[config.mk]
export PLATFORM = sky130hd
export DESIGN_NAME = rc5_key_mix
export DESIGN_NICKNAME = d
export VERILOG_FILES = /design/src/rtl/rc5_key_mix.sv
export SDC_FILE = /design/constraint.sdc
export NUM_CORES = 1
export LEC_CHECK = 0
export ABC_AREA = 0
export BUFFER_PORTS_ARGS = -buffer_cell sky130_fd_sc_hd__buf_2
export CAP_MARGIN = 20
export CORE_ASPECT_RATIO = 0.75
export CORE_UTILIZATION = 56
export CTS_CLUSTER_DIAMETER = 100
export CTS_CLUSTER_SIZE = 30
export DETAILED_ROUTE_END_ITERATION = 8
export PLACE_DENSITY = 0.82
export SLEW_MARGIN = 0
export SYNTH_ARGS = -nofsm -noshare
export SYNTH_HDL_FRONTEND = slang
export SYNTH_SLANG_ARGS = --single-unit
[constraint.sdc]
create_clock -name clk -period 5.9 [get_ports clk]
set_input_delay 0.885 -clock clk [delete_from_list [all_inputs] [get_ports clk]]
set_output_delay 0.885 -clock clk [all_outputs]
set_load 0.05 [all_outputs]
[src/rtl/rc5_key_mix.sv]
// RC5 key-expansion mixing engine: optional S-table init, then 3*max(T,C) S/L mix iterations.
// Optional feature macro: RC5_S_INIT_EN (adds INIT_S state and P/Q generator; otherwise S RAM is preloaded).
module rc5_key_mix #(
  parameter int unsigned W = 32,
  parameter int unsigned C = 4,
  parameter int unsigned R = 12
) (
  input  logic                                   clk,
  input  logic                                   rst,
  input  logic                                   start,
  output logic                                   busy,
  output logic                                   done,
  output logic [$clog2(2*(R+1))-1:0]             S_address,
  output logic [W-1:0]                           S_wdata,
  output logic                                   S_we,
  input  logic [W-1:0]                           S_rdata,
  output logic [((C > 1) ? $clog2(C) : 1)-1:0]   L_address,
  output logic [W-1:0]                           L_wdata,
  output logic                                   L_we,
  input  logic [W-1:0]                           L_rdata
);

  localparam int unsigned T   = 2 * (R + 1);
  localparam int unsigned AW  = $clog2(T);
  localparam int unsigned CW  = (C > 1) ? $clog2(C) : 1;
  localparam int unsigned LGW = $clog2(W);
  localparam int unsigned N   = 3 * ((T > C) ? T : C);
  localparam int unsigned KW  = $clog2(N);

  typedef enum logic [2:0] {
    IDLE,
`ifdef RC5_S_INIT_EN
    INIT_S,
`endif
    MIX_S,
    MIX_L,
    FINISH
  } state_t;

  state_t          state_q, state_d;
  logic [AW-1:0]   i_q, i_d;
  logic [CW-1:0]   j_q, j_d;
  logic [KW-1:0]   k_q, k_d;
  logic [W-1:0]    a_q, a_d;
  logic [W-1:0]    b_q, b_d;
  logic [W-1:0]    ab_sum;
  logic [W-1:0]    s_sum;
  logic [W-1:0]    l_sum;

`ifdef RC5_S_INIT_EN
  localparam logic [63:0] P64 = (W == 16) ? 64'h0000_0000_0000_B7E1 :
                                (W == 32) ? 64'h0000_0000_B7E1_5163 :
                                            64'hB7E1_5162_8AED_2A6B;
  localparam logic [63:0] Q64 = (W == 16) ? 64'h0000_0000_0000_9E37 :
                                (W == 32) ? 64'h0000_0000_9E37_79B9 :
                                            64'h9E37_79B9_7F4A_7C15;
  localparam logic [W-1:0] P_W = P64[W-1:0];
  localparam logic [W-1:0] Q_W = Q64[W-1:0];

  logic [W-1:0] s_q, s_d;
`endif

  function automatic logic [W-1:0] rotl(input logic [W-1:0] x, input logic [LGW-1:0] s);
    if (s == '0) return x;
    return (x << s) | (x >> (W - int'(s)));
  endfunction

  always_ff @(posedge clk or posedge rst) begin
    if (rst) begin
      state_q <= IDLE;
      i_q     <= '0;
      j_q     <= '0;
      k_q     <= '0;
      a_q     <= '0;
      b_q     <= '0;
`ifdef RC5_S_INIT_EN
      s_q     <= '0;
`endif
    end else begin
      state_q <= state_d;
      i_q     <= i_d;
      j_q     <= j_d;
      k_q     <= k_d;
      a_q     <= a_d;
      b_q     <= b_d;
`ifdef RC5_S_INIT_EN
      s_q     <= s_d;
`endif
    end
  end

  // a_q already holds the updated A during MIX_L, so one A+B sum serves both phases.
  always_comb begin
    state_d   = state_q;
    i_d       = i_q;
    j_d       = j_q;
    k_d       = k_q;
    a_d       = a_q;
    b_d       = b_q;
`ifdef RC5_S_INIT_EN
    s_d       = s_q;
`endif
    ab_sum    = a_q + b_q;
    s_sum     = S_rdata + ab_sum;
    l_sum     = L_rdata + ab_sum;
    busy      = (state_q != IDLE);
    done      = 1'b0;
    S_address = '0;
    S_wdata   = '0;
    S_we      = 1'b0;
    L_address = '0;
    L_wdata   = '0;
    L_we      = 1'b0;

    case (state_q)
      IDLE: begin
        if (start) begin
          i_d = '0;
          j_d = '0;
          k_d = '0;
          a_d = '0;
          b_d = '0;
`ifdef RC5_S_INIT_EN
          s_d     = P_W;
          state_d = INIT_S;
`else
          state_d = MIX_S;
`endif
        end
      end
`ifdef RC5_S_INIT_EN
      INIT_S: begin
        S_address = i_q;
        S_wdata   = s_q;
        S_we      = 1'b1;
        s_d       = s_q + Q_W;
        if (i_q == AW'(T - 1)) begin
          i_d     = '0;
          state_d = MIX_S;
        end else begin
          i_d = i_q + 1'b1;
        end
      end
`endif
      MIX_S: begin
        S_address = i_q;
        S_wdata   = rotl(s_sum, LGW'(3));
        S_we      = 1'b1;
        a_d       = S_wdata;
        state_d   = MIX_L;
      end
      MIX_L: begin
        L_address = j_q;
        L_wdata   = rotl(l_sum, ab_sum[LGW-1:0]);
        L_we      = 1'b1;
        b_d       = L_wdata;
        i_d       = (i_q == AW'(T - 1)) ? '0 : i_q + 1'b1;
        j_d       = (j_q == CW'(C - 1)) ? '0 : j_q + 1'b1;
        if (k_q == KW'(N - 1)) begin
          state_d = FINISH;
        end else begin
          k_d     = k_q + 1'b1;
          state_d = MIX_S;
        end
      end
      FINISH: begin
        done    = 1'b1;
        state_d = IDLE;
      end
      default: state_d = IDLE;
    endcase
  end

endmodule

==> metrics.txt, run 1 <==
Root Driver clkbuf_16; largest net degree at the start of global routing 81; hpwl dp just over 50 mm; post-synthesis sequential area ratio 0.1526; CTS Sinks 80; GP Congestion roughly 1.2; ranking of synthesized cells by area dfrtp_1, ha_1, a21oi_1; Synth Net Count 1909; Post-synth top cells nand2_1, a21oi_1, nor2_1, o21ai_0, ha_1; area leader, netlist dfrtp_1; hold bufs inserted after CTS 0; starting density of the core 0.5703; most common cell in the synthesized netlist nand2_1; Clock Path Buffers 2; Yosys cell types between 100 and 150; GR Overflow Total roughly 1300; Yosys Warn Count 0; Ports ~140; Post-synth EDFFs 0; site row count between 40 and 50; status aborted with a tool error; top_reg_cell synth dfrtp_1; Avg Cell Area, Syn approximately 7.6 um2; chip height 134.5 um; failing step global routing (5_1_grt); synthesized flop and latch total 80; Cells after Synth between 1500 and 2000; error msg [ERROR GRT-0232] Routing congestion too high. Check the congestion heatmap in the GUI.; All-Layer GR Usage 0.9889; port bufs approximately 140; worst ep type output port; top cell type's share of synthesized area 0.1526; Async SR Flop Fraction 1.000; Worst endpoint, post-GRT repair L_wdata[0]; H-tree depth 3; Num CTS Buffers 9; Die Width roughly 180 um; area of the mapped netlist between 10000 and 15000 um2
## cells by family after synthesis
| kind of cell | after synthesis | share of synthesized area |
|---|---|---|
| xor gates and xnor gates | 89 | 0.06257 |
| and+or+nand+nor | 572 | 0.2075 |
| AOI/OAI and AO/OA | 668 | 0.3514 |
| DFF | 80 | 0.1526 |
| adders and majority gates | 108 | 0.1047 |
| buffers and inverters | 151 | 0.04664 |
| muxes | 66 | 0.07459 |
## metrics by stage
step,worst slack [ns],std cells,area [um2],setup TNS [ns],utilization
after CTS,-0.9614,2636,20340,-26.80,0.8841
after global placement,-1.099,2546,17710,-28.69,0.7700
after detailed placement,-1.144,2546,17710,-35.17,0.7700
after floorplan,-0.02901,1734,13430,-0.02901,-
## layer usage
| metal | GRT overflow | track usage |
|---|---|---|
| met2 | 794 | 1.148 |
| met5 | 21 | 0.6438 |
| met3 | 98 | 0.8550 |
| met4 | 313 | 1.077 |
| met1 | 71 | 0.9386 |
## repair_timing
item / in CTS
setup buffers: 78
cloned: 0
pin swaps: 127
resized for setup: 372
setup endpoints to repair: 79
==> inputs of run 2 (changes only) <==
- CORE_ASPECT_RATIO: 0.75 -> not set
- CORE_UTILIZATION: 56 -> 40
- CTS_CLUSTER_DIAMETER: 100 -> not set
- CTS_CLUSTER_SIZE: 30 -> not set
- PLACE_DENSITY: 0.82 -> not set
- PLACE_DENSITY_LB_ADDON: not set -> 0.15
- clock period: 5.9 -> 7.7 ns (I/O delays scaled with it)
==> metrics.txt, run 2 <==
status finished clean; Slew HR 0.3358; min-delay worst type flip-flop to flip-flop; largest net degree at the start of global routing about 80; post-route ant nets 0; critical path's largest stage delay about 0.43 ns; Synth Net Count about 1900; share of cells above drive strength 1 0.2458; Root Driver clkbuf_16; Final Critical Period approximately 7.5 ns; worst-case clock skew between 0.01 and 0.015 ns; Post-synth top cells nand2_1, a21oi_1, nor2_1, o21ai_0, ha_1; Yosys Warn Count 0; commonest cells after routing, fill and taps aside nand2_1, buf_4, nor2_1; Worst path slowest cell fa_1; area grow syn2layout 21.77%; Yosys cell types 108; area of the mapped netlist ~13000 um2; Final nets ~2100; critical path required time 6.55 ns; GR Overflow Total 0; Top Registers a_q x32, b_q x32, k_q x7; Hold Path Depth 1; top cell type's share of synthesized area 0.1526; Fillers roughly 3200; All-Layer GR Usage 0.3516; crit-path most repeated cell buf_4; Cells after Synth 1734; synthesized flop and latch total 80; vias in the first global route 14210; die area about 34000 um2; Worst EP arrival around 6.3 ns; Vias roughly 15000; Max-Cap Viols 0; port bufs 141; Slew Limit Fails 0; CTS Sinks 80; starting density of the core 0.4115; Clock transition at path regs roughly 0.06 ns; most common cell in the synthesized netlist nand2_1; hpwl dp 47.79 mm; GRT met1 Usage 0.4804; worst-path fanout max 5; final hold slack roughly 0.49 ns; clock latency on the worst-skew pair ~0.35 ns; met3 GRT Util 0.05798; CP endpoint kind primary output; area occupied by multi-input gates roughly 11000 um2; final hold viol count 0; initial antenna violation count 1; Most Crowded Layer GR met2; Tcrit/Tclk final 0.9739; register area between 2000 and 2500 um2; critical path type flip-flop to primary output; first-pass detailed-route iteration total 6; Post-synth EDFFs 0; initial DRC count between 1500 and 2000; startpoint type of the worst setup path flip-flop; final setup violation count 0; routed wire length ~60 mm; most common cell after layout, fill and taps aside nand2_1; GRT met2 Usage 0.5580; n_diodes 0; fmax roughly 130 MHz; Num CTS Buffers 9; RSZ-0062 raised after global routing true; Die Width about 180 um; global-route wire length before repair a little under 90 mm; GP Congestion 1.016; H-tree depth 3; reg2reg path depth 24; area leader, netlist dfrtp_1; ranking of synthesized cells by area dfrtp_1, ha_1, a21oi_1; hold bufs inserted after CTS 0; Clock Path Buffers 2; post-synthesis sequential area ratio 0.1526; site row count 65; Vias/cell 6.408; # DRC 0; drt wl/cell ~25 um; placeable core region around 32000 um2; worst slew pin tran approximately 1 ns; Avg Cell Area, Syn 7.565 um2; Async SR Flop Fraction 1.000; top_reg_cell synth dfrtp_1; r2r setup slk 1.60 ns; chip height around 180 um; CTS tree done; Ports 142
[run 2: cell counts after synthesis]
Identical to the previous run, type by type.
[run 2: path summary, 6_finish.rpt]
| kind | start | end |
|---|---|---|
| hold reg to reg | b_q[11] | b_q[11] |
| setup / recovery | a_q[0] | L_wdata[11] |
| max in group asynchronous | rst | a_q[17] |
| min in group asynchronous | rst | i_q[3] |
| hold / removal | b_q[11] | b_q[11] |
| setup reg to reg | a_q[1] | b_q[0] |
[run 2: cells by family after synthesis]
kind of cell               share of synthesized area
AOI/OAI and AO/OA                             0.3514
and+or+nand+nor                               0.2075
buffers and inverters                        0.04664
adders and majority gates                     0.1047
xor gates and xnor gates                     0.06257
DFF                                           0.1526
muxes                                        0.07459
[run 2: metal layers]
metal / up-vias / wire length [um]
li1: 6987 / -
met1: 7336 / 25650
met2: 811 / 26910
met3: 118 / 5404
met4: 0 / 2118
met5: - / 0
[run 2: cell type report]
type                       count  area share
clock inverter                 5    0.003995
clock buffer                  11     0.01520
tap                          435     0.03407
multi-input combinational   1503      0.6874
sequential                    80      0.1253
inverter                      48     0.01136
timing repair buffer         298      0.1227
[run 2: what timing repair did]
item,CTS,global route
pin swaps,3,14
buffers inserted,0,9
setup endpoints to repair,32,34
resized for setup,21,86
[run 2: worst max-delay path: cells and delay by family, from the launching register on]
family,cells,cell delay [ns]
AO/OA/AOI/OAI,12,2.32
buffers and inverters,7,1.23
adder cells (fa/ha/maj),3,0.99
AND/OR/NAND/NOR,5,0.82
flip-flops,1,0.39
XOR/XNOR,1,0.16
multiplexers,1,0.07
[run 2: per-stage QoR]
step	utilization	TNS, ns	cell area (um2)	setup WS (ns)	instances
final	0.5010	0	15970	0.2012	2380
after floorplan	-	0	13120	0.4592	1734
after CTS	0.4856	0	15480	0.0004041	2370
after global placement	0.4736	0	15100	0.1520	2354
after global routing	0.5010	-0.08483	15970	-0.03591	2380
after detailed placement	0.4736	0	15100	0.02646	2354
Power of run 2 is left out: the tool's default activity adds up to more than one toggle a clock period on the data nets, which glitch-free logic cannot reach.
